--- config.mk ---
export PLATFORM = sky130hd
export DESIGN_NAME = multi_arc_renderer
export DESIGN_NICKNAME = d
export VERILOG_FILES = /design/src/rtl/multi_arc_renderer_pkg.sv /design/src/rtl/multi_arc_renderer_circle_engine.sv /design/src/rtl/multi_arc_renderer.sv
export SDC_FILE = /design/constraint.sdc
export NUM_CORES = 1
export LEC_CHECK = 0
export ABC_CLOCK_PERIOD_IN_PS = 6800
export CORE_UTILIZATION = 55
export CTS_BUF_LIST = sky130_fd_sc_hd__clkbuf_4 sky130_fd_sc_hd__clkbuf_8
export CTS_CLUSTER_DIAMETER = 40
export DETAILED_ROUTE_END_ITERATION = 10
export DONT_BUFFER_PORTS = 1
export PLACE_DENSITY_LB_ADDON = 0.3
export SYNTH_ARGS = -nofsm -noshare
export SYNTH_HDL_FRONTEND = slang
export SYNTH_SLANG_ARGS = --single-unit
--- constraint.sdc ---
create_clock -name clk -period 6.8 [get_ports clk]
set_input_delay 1.36 -clock clk [delete_from_list [all_inputs] [get_ports clk]]
set_output_delay 1.36 -clock clk [all_outputs]
set_load 0.01 [all_outputs]
--- src/rtl/multi_arc_renderer_pkg.sv ---
// rtl/multi_arc_renderer_pkg.sv - shared state codes, octant tables and screen defaults for the arc renderer
package multi_arc_renderer_pkg;

    typedef logic [2:0] state_t;

    localparam state_t ST_IDLE = 3'd0;
    localparam state_t ST_LOAD = 3'd1;
    localparam state_t ST_INIT = 3'd2;
    localparam state_t ST_DRAW = 3'd3;
    localparam state_t ST_NEXT = 3'd4;
    localparam state_t ST_DONE = 3'd5;

    localparam int DEF_SCREEN_W = 160;
    localparam int DEF_SCREEN_H = 120;

    // Octant k: swap puts oy on the x axis; x_neg/y_neg negate the x/y offset.
    localparam logic [7:0] OCT_SWAP  = 8'hAA;
    localparam logic [7:0] OCT_X_NEG = 8'h3C;
    localparam logic [7:0] OCT_Y_NEG = 8'hF0;

endpackage

--- src/rtl/multi_arc_renderer_circle_engine.sv ---
// rtl/multi_arc_renderer_circle_engine.sv - single-circle midpoint stepper, one octant pixel per cycle with clipping
module multi_arc_renderer_circle_engine
    import multi_arc_renderer_pkg::*;
#(
    parameter int X_W      = 8,
    parameter int Y_W      = 7,
    parameter int SCREEN_W = DEF_SCREEN_W,
    parameter int SCREEN_H = DEF_SCREEN_H
) (
    input  logic           clk,
    input  logic           rst,
    input  logic           go,
    input  logic [X_W-1:0] cx,
    input  logic [Y_W-1:0] cy,
    input  logic [X_W-1:0] r,
    output logic           busy,
    output logic           last,
    output logic [2:0]     oct,
    output logic [X_W-1:0] px,
    output logic [Y_W-1:0] py,
    output logic           clip
);

    localparam int CW = X_W + 2;
    localparam logic signed [CW-1:0] ONE   = CW'(1);
    localparam logic signed [CW-1:0] LIM_X = CW'(SCREEN_W);
    localparam logic signed [CW-1:0] LIM_Y = CW'(SCREEN_H);

    logic signed [CW-1:0] ox, oy, crit;
    logic signed [CW-1:0] ox_n, oy_n, crit_n;
    logic signed [CW-1:0] dx, dy, sx, sy, pxs, pys;
    logic signed [CW-1:0] r_s;

    assign r_s = $signed({2'b00, r});

    always_comb begin
        ox_n = ox + ONE;
        if (crit <= 0) begin
            oy_n   = oy;
            crit_n = crit + (ox_n <<< 1) + ONE;
        end else begin
            oy_n   = oy - ONE;
            crit_n = crit + ((ox_n - oy_n) <<< 1) + ONE;
        end
    end

    assign last = busy && (oct == 3'd7) && (oy_n < ox_n);

    always_comb begin
        dx  = OCT_SWAP[oct] ? oy : ox;
        dy  = OCT_SWAP[oct] ? ox : oy;
        sx  = OCT_X_NEG[oct] ? -dx : dx;
        sy  = OCT_Y_NEG[oct] ? -dy : dy;
        pxs = $signed({2'b00, cx}) + sx;
        pys = $signed({{(CW-Y_W){1'b0}}, cy}) + sy;
    end

    assign clip = pxs[CW-1] || pys[CW-1] || (pxs >= LIM_X) || (pys >= LIM_Y);
    assign px   = pxs[X_W-1:0];
    assign py   = pys[Y_W-1:0];

    always_ff @(posedge clk or posedge rst) begin
        if (rst) begin
            busy <= 1'b0;
            oct  <= 3'd0;
            ox   <= '0;
            oy   <= '0;
            crit <= '0;
        end else if (go) begin
            busy <= 1'b1;
            oct  <= 3'd0;
            ox   <= '0;
            oy   <= r_s;
            crit <= ONE - r_s;
        end else if (busy) begin
            oct <= oct + 3'd1;
            if (oct == 3'd7) begin
                ox   <= ox_n;
                oy   <= oy_n;
                crit <= crit_n;
                if (oy_n < ox_n) busy <= 1'b0;
            end
        end
    end

endmodule

--- src/rtl/multi_arc_renderer.sv ---
// rtl/multi_arc_renderer.sv - sequences up to N_CIRCLES midpoint circles onto the VGA plot port
// Optional octant masking (Reuleaux arcs) is built when MULTI_ARC_ARC_MASK_EN is defined.
module multi_arc_renderer
    import multi_arc_renderer_pkg::*;
#(
    parameter int N_CIRCLES = 3,
    parameter int X_W       = 8,
    parameter int Y_W       = 7,
    parameter int COL_W     = 3,
    parameter int SCREEN_W  = DEF_SCREEN_W,
    parameter int SCREEN_H  = DEF_SCREEN_H
) (
    input  logic                       clk,
    input  logic                       rst,
    input  logic                       start,
    input  logic [N_CIRCLES-1:0]       enable,
    input  logic [N_CIRCLES*X_W-1:0]   centre_x,
    input  logic [N_CIRCLES*Y_W-1:0]   centre_y,
    input  logic [N_CIRCLES*X_W-1:0]   radius,
    input  logic [N_CIRCLES*COL_W-1:0] colour,
    input  logic [N_CIRCLES*8-1:0]     octant_mask,
    output logic                       done,
    output logic [X_W-1:0]             vga_x,
    output logic [Y_W-1:0]             vga_y,
    output logic [COL_W-1:0]           vga_colour,
    output logic                       vga_plot
);

    localparam int SLOT_W = (N_CIRCLES > 1) ? $clog2(N_CIRCLES) : 1;

    state_t                     state;
    logic [SLOT_W-1:0]          slot;
    logic [N_CIRCLES-1:0]       en_q;
    logic [N_CIRCLES*X_W-1:0]   cx_q, r_q;
    logic [N_CIRCLES*Y_W-1:0]   cy_q;
    logic [N_CIRCLES*COL_W-1:0] col_q;
    logic [X_W-1:0]             hold_x;
    logic [Y_W-1:0]             hold_y;
    logic [COL_W-1:0]           hold_col;

    logic                       cur_en;
    logic [X_W-1:0]             cur_cx, cur_r;
    logic [Y_W-1:0]             cur_cy;
    logic [COL_W-1:0]           cur_col;
    logic [7:0]                 cur_mask;

    logic                       go, busy, last, clip, oct_en, drawing;
    logic [2:0]                 oct;
    logic [X_W-1:0]             px;
    logic [Y_W-1:0]             py;

`ifdef MULTI_ARC_ARC_MASK_EN
    logic [N_CIRCLES*8-1:0]     mask_q;

    always_ff @(posedge clk or posedge rst) begin
        if (rst)                    mask_q <= '0;
        else if (state == ST_LOAD)  mask_q <= octant_mask;
    end
`else
    logic [N_CIRCLES*8-1:0]     mask_q;
    logic                       unused_mask;

    assign mask_q      = '1;
    assign unused_mask = ^octant_mask;
`endif

    always_comb begin
        cur_en   = 1'b0;
        cur_cx   = '0;
        cur_cy   = '0;
        cur_r    = '0;
        cur_col  = '0;
        cur_mask = '0;
        for (int i = 0; i < N_CIRCLES; i++) begin
            if (slot == SLOT_W'(i)) begin
                cur_en   = en_q[i];
                cur_cx   = cx_q[i*X_W +: X_W];
                cur_cy   = cy_q[i*Y_W +: Y_W];
                cur_r    = r_q[i*X_W +: X_W];
                cur_col  = col_q[i*COL_W +: COL_W];
                cur_mask = mask_q[i*8 +: 8];
            end
        end
    end

    assign go      = (state == ST_INIT) && cur_en;
    assign drawing = (state == ST_DRAW);
    assign oct_en  = cur_mask[oct];

    multi_arc_renderer_circle_engine #(
        .X_W      (X_W),
        .Y_W      (Y_W),
        .SCREEN_W (SCREEN_W),
        .SCREEN_H (SCREEN_H)
    ) u_engine (
        .clk  (clk),
        .rst  (rst),
        .go   (go),
        .cx   (cur_cx),
        .cy   (cur_cy),
        .r    (cur_r),
        .busy (busy),
        .last (last),
        .oct  (oct),
        .px   (px),
        .py   (py),
        .clip (clip)
    );

    always_ff @(posedge clk or posedge rst) begin
        if (rst) begin
            state <= ST_IDLE;
            slot  <= '0;
            en_q  <= '0;
            cx_q  <= '0;
            cy_q  <= '0;
            r_q   <= '0;
            col_q <= '0;
        end else begin
            case (state)
                ST_IDLE: if (start) state <= ST_LOAD;
                ST_LOAD: begin
                    en_q  <= enable;
                    cx_q  <= centre_x;
                    cy_q  <= centre_y;
                    r_q   <= radius;
                    col_q <= colour;
                    slot  <= '0;
                    state <= ST_INIT;
                end
                ST_INIT: state <= cur_en ? ST_DRAW : ST_NEXT;
                ST_DRAW: if (last || !busy) state <= ST_NEXT;
                ST_NEXT: begin
                    if (slot == SLOT_W'(N_CIRCLES - 1)) begin
                        state <= ST_DONE;
                    end else begin
                        slot  <= slot + SLOT_W'(1);
                        state <= ST_INIT;
                    end
                end
                ST_DONE: if (!start) state <= ST_IDLE;
                default: state <= ST_IDLE;
            endcase
        end
    end

    // Pixel bus keeps the last drawn value whenever no circle is being stepped.
    always_ff @(posedge clk or posedge rst) begin
        if (rst) begin
            hold_x   <= '0;
            hold_y   <= '0;
            hold_col <= '0;
        end else if (drawing) begin
            hold_x   <= px;
            hold_y   <= py;
            hold_col <= cur_col;
        end
    end

    assign vga_x      = drawing ? px      : hold_x;
    assign vga_y      = drawing ? py      : hold_y;
    assign vga_colour = drawing ? cur_col : hold_col;
    assign vga_plot   = drawing && !clip && oct_en;
    assign done       = (state == ST_DONE);

endmodule

# Yosys cells after proc, flatten, opt, wreduce, memory -nomap -nowiden
# Memories as Yosys holds them, arrays and structs flattened.
# Index checks and enable logic that the tools add are counted.
# totals
register_bits,138
mem_bits_ro,24
inputBits,108
output_inout_bits,20
n_memories,3
# op_classes
add_sub_neg,14
order_cmp,5
eq_ne,12
mux,55
reduce_logical,19
# mem_list
name,words,width,read_ports,rd_clocked_by_memory_dff,write_ports,line_no,source
(name not given),8,1,1,0,0,multi_arc_renderer_circle_engine.sv:53,sy = OCT_Y_NEG[oct] ? -dy : dy;
(name not given),8,1,1,0,0,multi_arc_renderer_circle_engine.sv:50,dx = OCT_SWAP[oct] ? oy : ox;
(name not given),8,1,1,0,0,multi_arc_renderer_circle_engine.sv:52,sx = OCT_X_NEG[oct] ? -dx : dx;
# ops
operator,n
$mux 10,15
$mux 8,10
$mux 3,11
$add 10x2->10 const B,3
$mux 7,4
$add 10x10->10,2
$neg 10->10,2
$pmux 3 s6,1
$mux 1,11
$add 8x10->10,1
$add 9x10->10,1
$ge 10x8->1 const B,1
$ge 10x9->1 const B,1
$le 10x1->1 const B,1
$lt 10x10->1,1
$sub 10x2->10 const B,1
$eq 3x3->1 const B,3
$sub 1x8->9 const A,1
$sub 9x9->9,1
$eq 3x2->1 const B,2
$ne 2x2->1 const B,3
$reduce_bool 2->1,3
$logic_and 1x1->1,5
$logic_or 1x1->1,4
other kinds (15),17

# Depth between registers and ports, before layout
# logic_depth
word_depth,12
depth_mapped,19
ltp_nobuf,17

# By module
# A second synthesis with hierarchy kept.
# hier_totals
hier_cells,1031
hier_area_um2,9661.8
# by_module_without_submodules
module,n_inst,cells_per_inst,area_each_um2,seq_area_each_um2
multi_arc_renderer_circle_engine,1,625,4883.4,850.8
multi_arc_renderer,1,406,4778.3,2602.5

# Least setup slack after synthesis
# OpenSTA, ideal clock, no wires.
# synth_path
path_type,reg-to-output
from,reg slot[1]
to,out vga_plot
arrival_time_ns,3.902
path_slack_ns,1.538
path_stages_with_launch,17
cell_sequence,dfrtp_1 > inv_1 > ha_1 > clkbuf_1 > buf_1 > buf_1 > a22oi_1 > o21ai_0 > ha_1 > a21o_1 > a21oi_2 > o21ai_1 > or4_1 > o311ai_1 > xnor2_1 > a2111o_1 > a221oi_2
# synth_between
elab_chain_len,11
elab_cells_between_ends,24
classes_between,2 x add/sub; 2 x order compare; 2 x eq/ne; 11 x mux; 7 x reduce/logical
# synth_lines
element,line_no,source
start: declaration,multi_arc_renderer.sv:32,logic [SLOT_W-1:0] slot;
start signal: assignment,multi_arc_renderer.sv:137,slot <= slot + SLOT_W'(1);
$logic_not 2->1,multi_arc_renderer.sv:75,if (slot == SLOT_W'(i)) begin
$mux 8 / $mux 7 (equally long branches) (3 in a row),multi_arc_renderer.sv:75,
$add 9x10->10 / $add 8x10->10 (equally long branches),"multi_arc_renderer_circle_engine.sv:54, multi_arc_renderer_circle_engine.sv:55",
$ge 10x9->1 / $logic_or 1x1->1 (equally long branches),multi_arc_renderer_circle_engine.sv:58,assign clip = pxs[CW-1] || pys[CW-1] || (pxs >= LIM_X) || (pys >= LIM_Y);
$logic_or 1x1->1 (2 in a row),multi_arc_renderer_circle_engine.sv:58,
$logic_not 1->1,multi_arc_renderer.sv:163,assign vga_plot = drawing && !clip && oct_en;
$logic_and 1x1->1,multi_arc_renderer.sv:163,
$logic_and 1x1->1 (*),multi_arc_renderer.sv:163,
end: declaration,multi_arc_renderer.sv:26,output logic vga_plot
# Every way passes the cells marked *; elsewhere a longest branch is shown, timed or not. The select of a mux whose other input is x is not followed.

# Worst setup path in the final report
# Ends and elaborated chain as after synthesis.

==> impl_metrics.toml <==
[outcome]
status = "completed"

[clock_network]
cts_setup_buffers = 0
clk_pin_slew_worst_paths_ns = 0.08
cts_made_buffers = 17
cts.sinks = 138
insertion_delay_ns = 0.46
cts_resized = 0
hold_buffers = 0
cts_buffer_depth = 2
clockRootBuffer = "clkbuf_8"
htreeDepth = 4
cts_tree = "yes"

[synth]
ys_seq_elements = 138
yosysTopAreaCell = "dfrtp_1"
synth_edf_count = 0
postSynth.asyncResetShare_pct = 100
avgSynthCellArea_sq_um = 9.50
synth.cell_area_sq_um = 9250
syn_inst = 973
synth.area.top_cells = "dfrtp_1, mux2_2, ha_1"
ys_warn_count = 0
syn_nets = 1145
synth-seq-area-share_pct = 37.4
synth_cell_types = 62
synth_ff_type = "dfrtp_1"
synthDominantCellAreaShare_pct = 37.4

[critical_path]
end_kind = "output pin"
arrival_ns = 4.54
start_kind = "flop"
cpPeakStageDelay_ns = 0.43
crit_required_ns = 5.44
crit_path_top_delay_cell = "dfrtp_1"
cp.buffers_inverters = 3
crit_family = "compound AO/OA/AOI/OAI gates"
crit_path_max_fanout = 32
crit_type = "flop to output pin"
crit_chain = "inv_1 -> ha_1 -> buf_4 -> nor2b_2 -> buf_4 -> a22oi_1 -> o21ai_0 -> ha_1 -> fa_1 -> a21o_1 -> a21oi_1 -> o21ai_0 -> nor2_1 -> xor2_1 -> nand2_1 -> a2111o_1 -> a221oi_2"
crit_start = "slot[1]$_DFFE_PP0P_"
r2r-start = "u_engine.oy[2]$_DFFE_PP0P_"

[timing]
fmax_mhz = 169
finalCriticalPeriod_ns = 5.90
final.period_utilization_pct = 86.8
worst_slew_pin_slew_ns = 1.03
final-setup-viol-count = 0
setup_tns_ns = 0
final.setup.worst_slack_ns = 0.900
finalHoldViolations = 0
slew_violations = 0
clock_skew_ns = 0.0125
relSlewSlack_pct = 31.6
rsz0062_at_grt = "false"

[finish]
final_cell_mix = "dfrtp_1, nand2_1, mux2_2"
final-instance-count-excl-fill = 1177
layout-drive-gt1-share_pct = 15.4
postLayoutCoreUtil_pct = 59.0
area_growth_pct = 5.51
nFillCells = 1421
multi_input_area_sq_um = 5400
fin_nets = 1116
final_common_cell = "dfrtp_1"
seqCellArea_sq_um = 3450
n_antenna_cell = 0

[drt]
wl_microns = 20300
final_antenna_net_count = 0
post_drt_wl_per_cell_microns = 17.3
route.detailed.drc = 0
vias_per_cell = 5.76
dr.first_iter.drc_count = 391
via_count = 6775
drtPass1Iterations = 4

[global_routing]
grt_pass1_vias = 6629
grt_pass1_wl_microns = 33200
gr-total-overflow = 0
antenna_found_initial = 1
track_usage_pct = 24.3
grt_max_degree = 82

[worst_hold_path]
hold_class = "flop to flop"
min_from = "cx_q[11]$_DFFE_PP0P_"

[die]
rows = 47
boundaryPins = 128
die_x_microns = 132
core_area_sq_um = 16500
initial_core_util_pct = 55.9
die_h_microns = 132
die-area_sq_um = 17300

[job]
max_cap_violations = 0

[place]
dp_slack_ns = 1.39
portBuffers = 0
dpl.hpwl_microns = 15000
dp.cells = 1145
gp_congestion = 0.869
-- cells in the mapped netlist, types with 3 or more instances --
library cell	count
a211o_1	4
a211oi_1	4
a21boi_0	3
a21o_1	8
a21oi_1	38
a22oi_1	24
buf_1	7
buf_2	9
buf_6	4
clkbuf_1	36
dfrtp_1	138
fa_1	5
ha_1	59
inv_1	37
mux2_2	88
mux2i_1	24
nand2_1	105
nand2b_1	5
nand3_1	16
nor2_1	70
nor2b_1	9
nor3_1	24
nor4_1	8
o211ai_1	10
o21a_1	6
o21ai_0	81
o21ai_1	7
o21bai_1	3
o31ai_1	3
or3_1	4
xnor2_1	51
xor2_1	42
-- kinds of logic (layout without fill, tap and decap cells) --
kind of cell	Yosys count	count (layout)	synth area share, %
XOR/XNOR	94	94	8.99
buffers and inverters	94	78	4.30
adder cells (fa/ha/maj)	64	64	9.07
AND/OR/NAND/NOR	259	259	12.7
AO/OA/AOI/OAI	212	212	14.2
flip-flops	138	138	37.4
multiplexers	112	112	13.3
-- worst paths after layout --
check,endpoint,slack [ns],cells past startpoint
worst max-delay path,vga_plot,0.90,17
worst min-delay path,cx_q[11]$_DFFE_PP0P_,0.51,1
worst max register to register,state[0]$_DFFE_PP0P_,2.97,14
worst min register to register,cx_q[11]$_DFFE_PP0P_,0.51,1
max in group asynchronous,hold_x[3]$_DFF_PP0_,4.59,2
min in group asynchronous,r_q[1]$_DFFE_PP0P_,0.82,1
-- final cells by class --
type | count | share of cell area (%)
timing repair buffer | 9 | 0.693
tap | 220 | 2.82
inverter | 37 | 1.48
clock buffer | 19 | 2.62
multi-input combinational | 741 | 55.4
sequential | 138 | 35.4
clock inverter | 13 | 1.59
-- stage by stage --
stage                     hold WS [ns]  instance area (sq um)
after floorplan                  0.481                   9250
after global placement           0.490                   9340
after detailed placement         0.496                   9340
after CTS                        0.516                   9750
after global routing             0.527                   9750
final                            0.511                   9750
-- flip-flops by register name, summed over array words and instances, names as in the netlist --
register and flops:
u_engine.ox 10, u_engine.oct 3, state 3, cy_q 21, u_engine.crit 10, hold_x 8, hold_col 3, r_q 24
hold_y 7, u_engine.oy 10, u_engine.busy 1, col_q 9, cx_q 24, en_q 3, slot 2
-- layer usage --
metal | vias up | GRT usage (%) | part of all wire [%]
met3 | 25 | 4.94 | 5.8
li1 | 3356 | - | -
met1 | 3239 | 33.2 | 46
met2 | 153 | 38.2 | 47
met5 | - | 0 | 0.064
met4 | 2 | 8.40 | 1.8
Power is left out: the tool's default activity adds up to more than one toggle a clock period on the data nets, which glitch-free logic cannot reach.
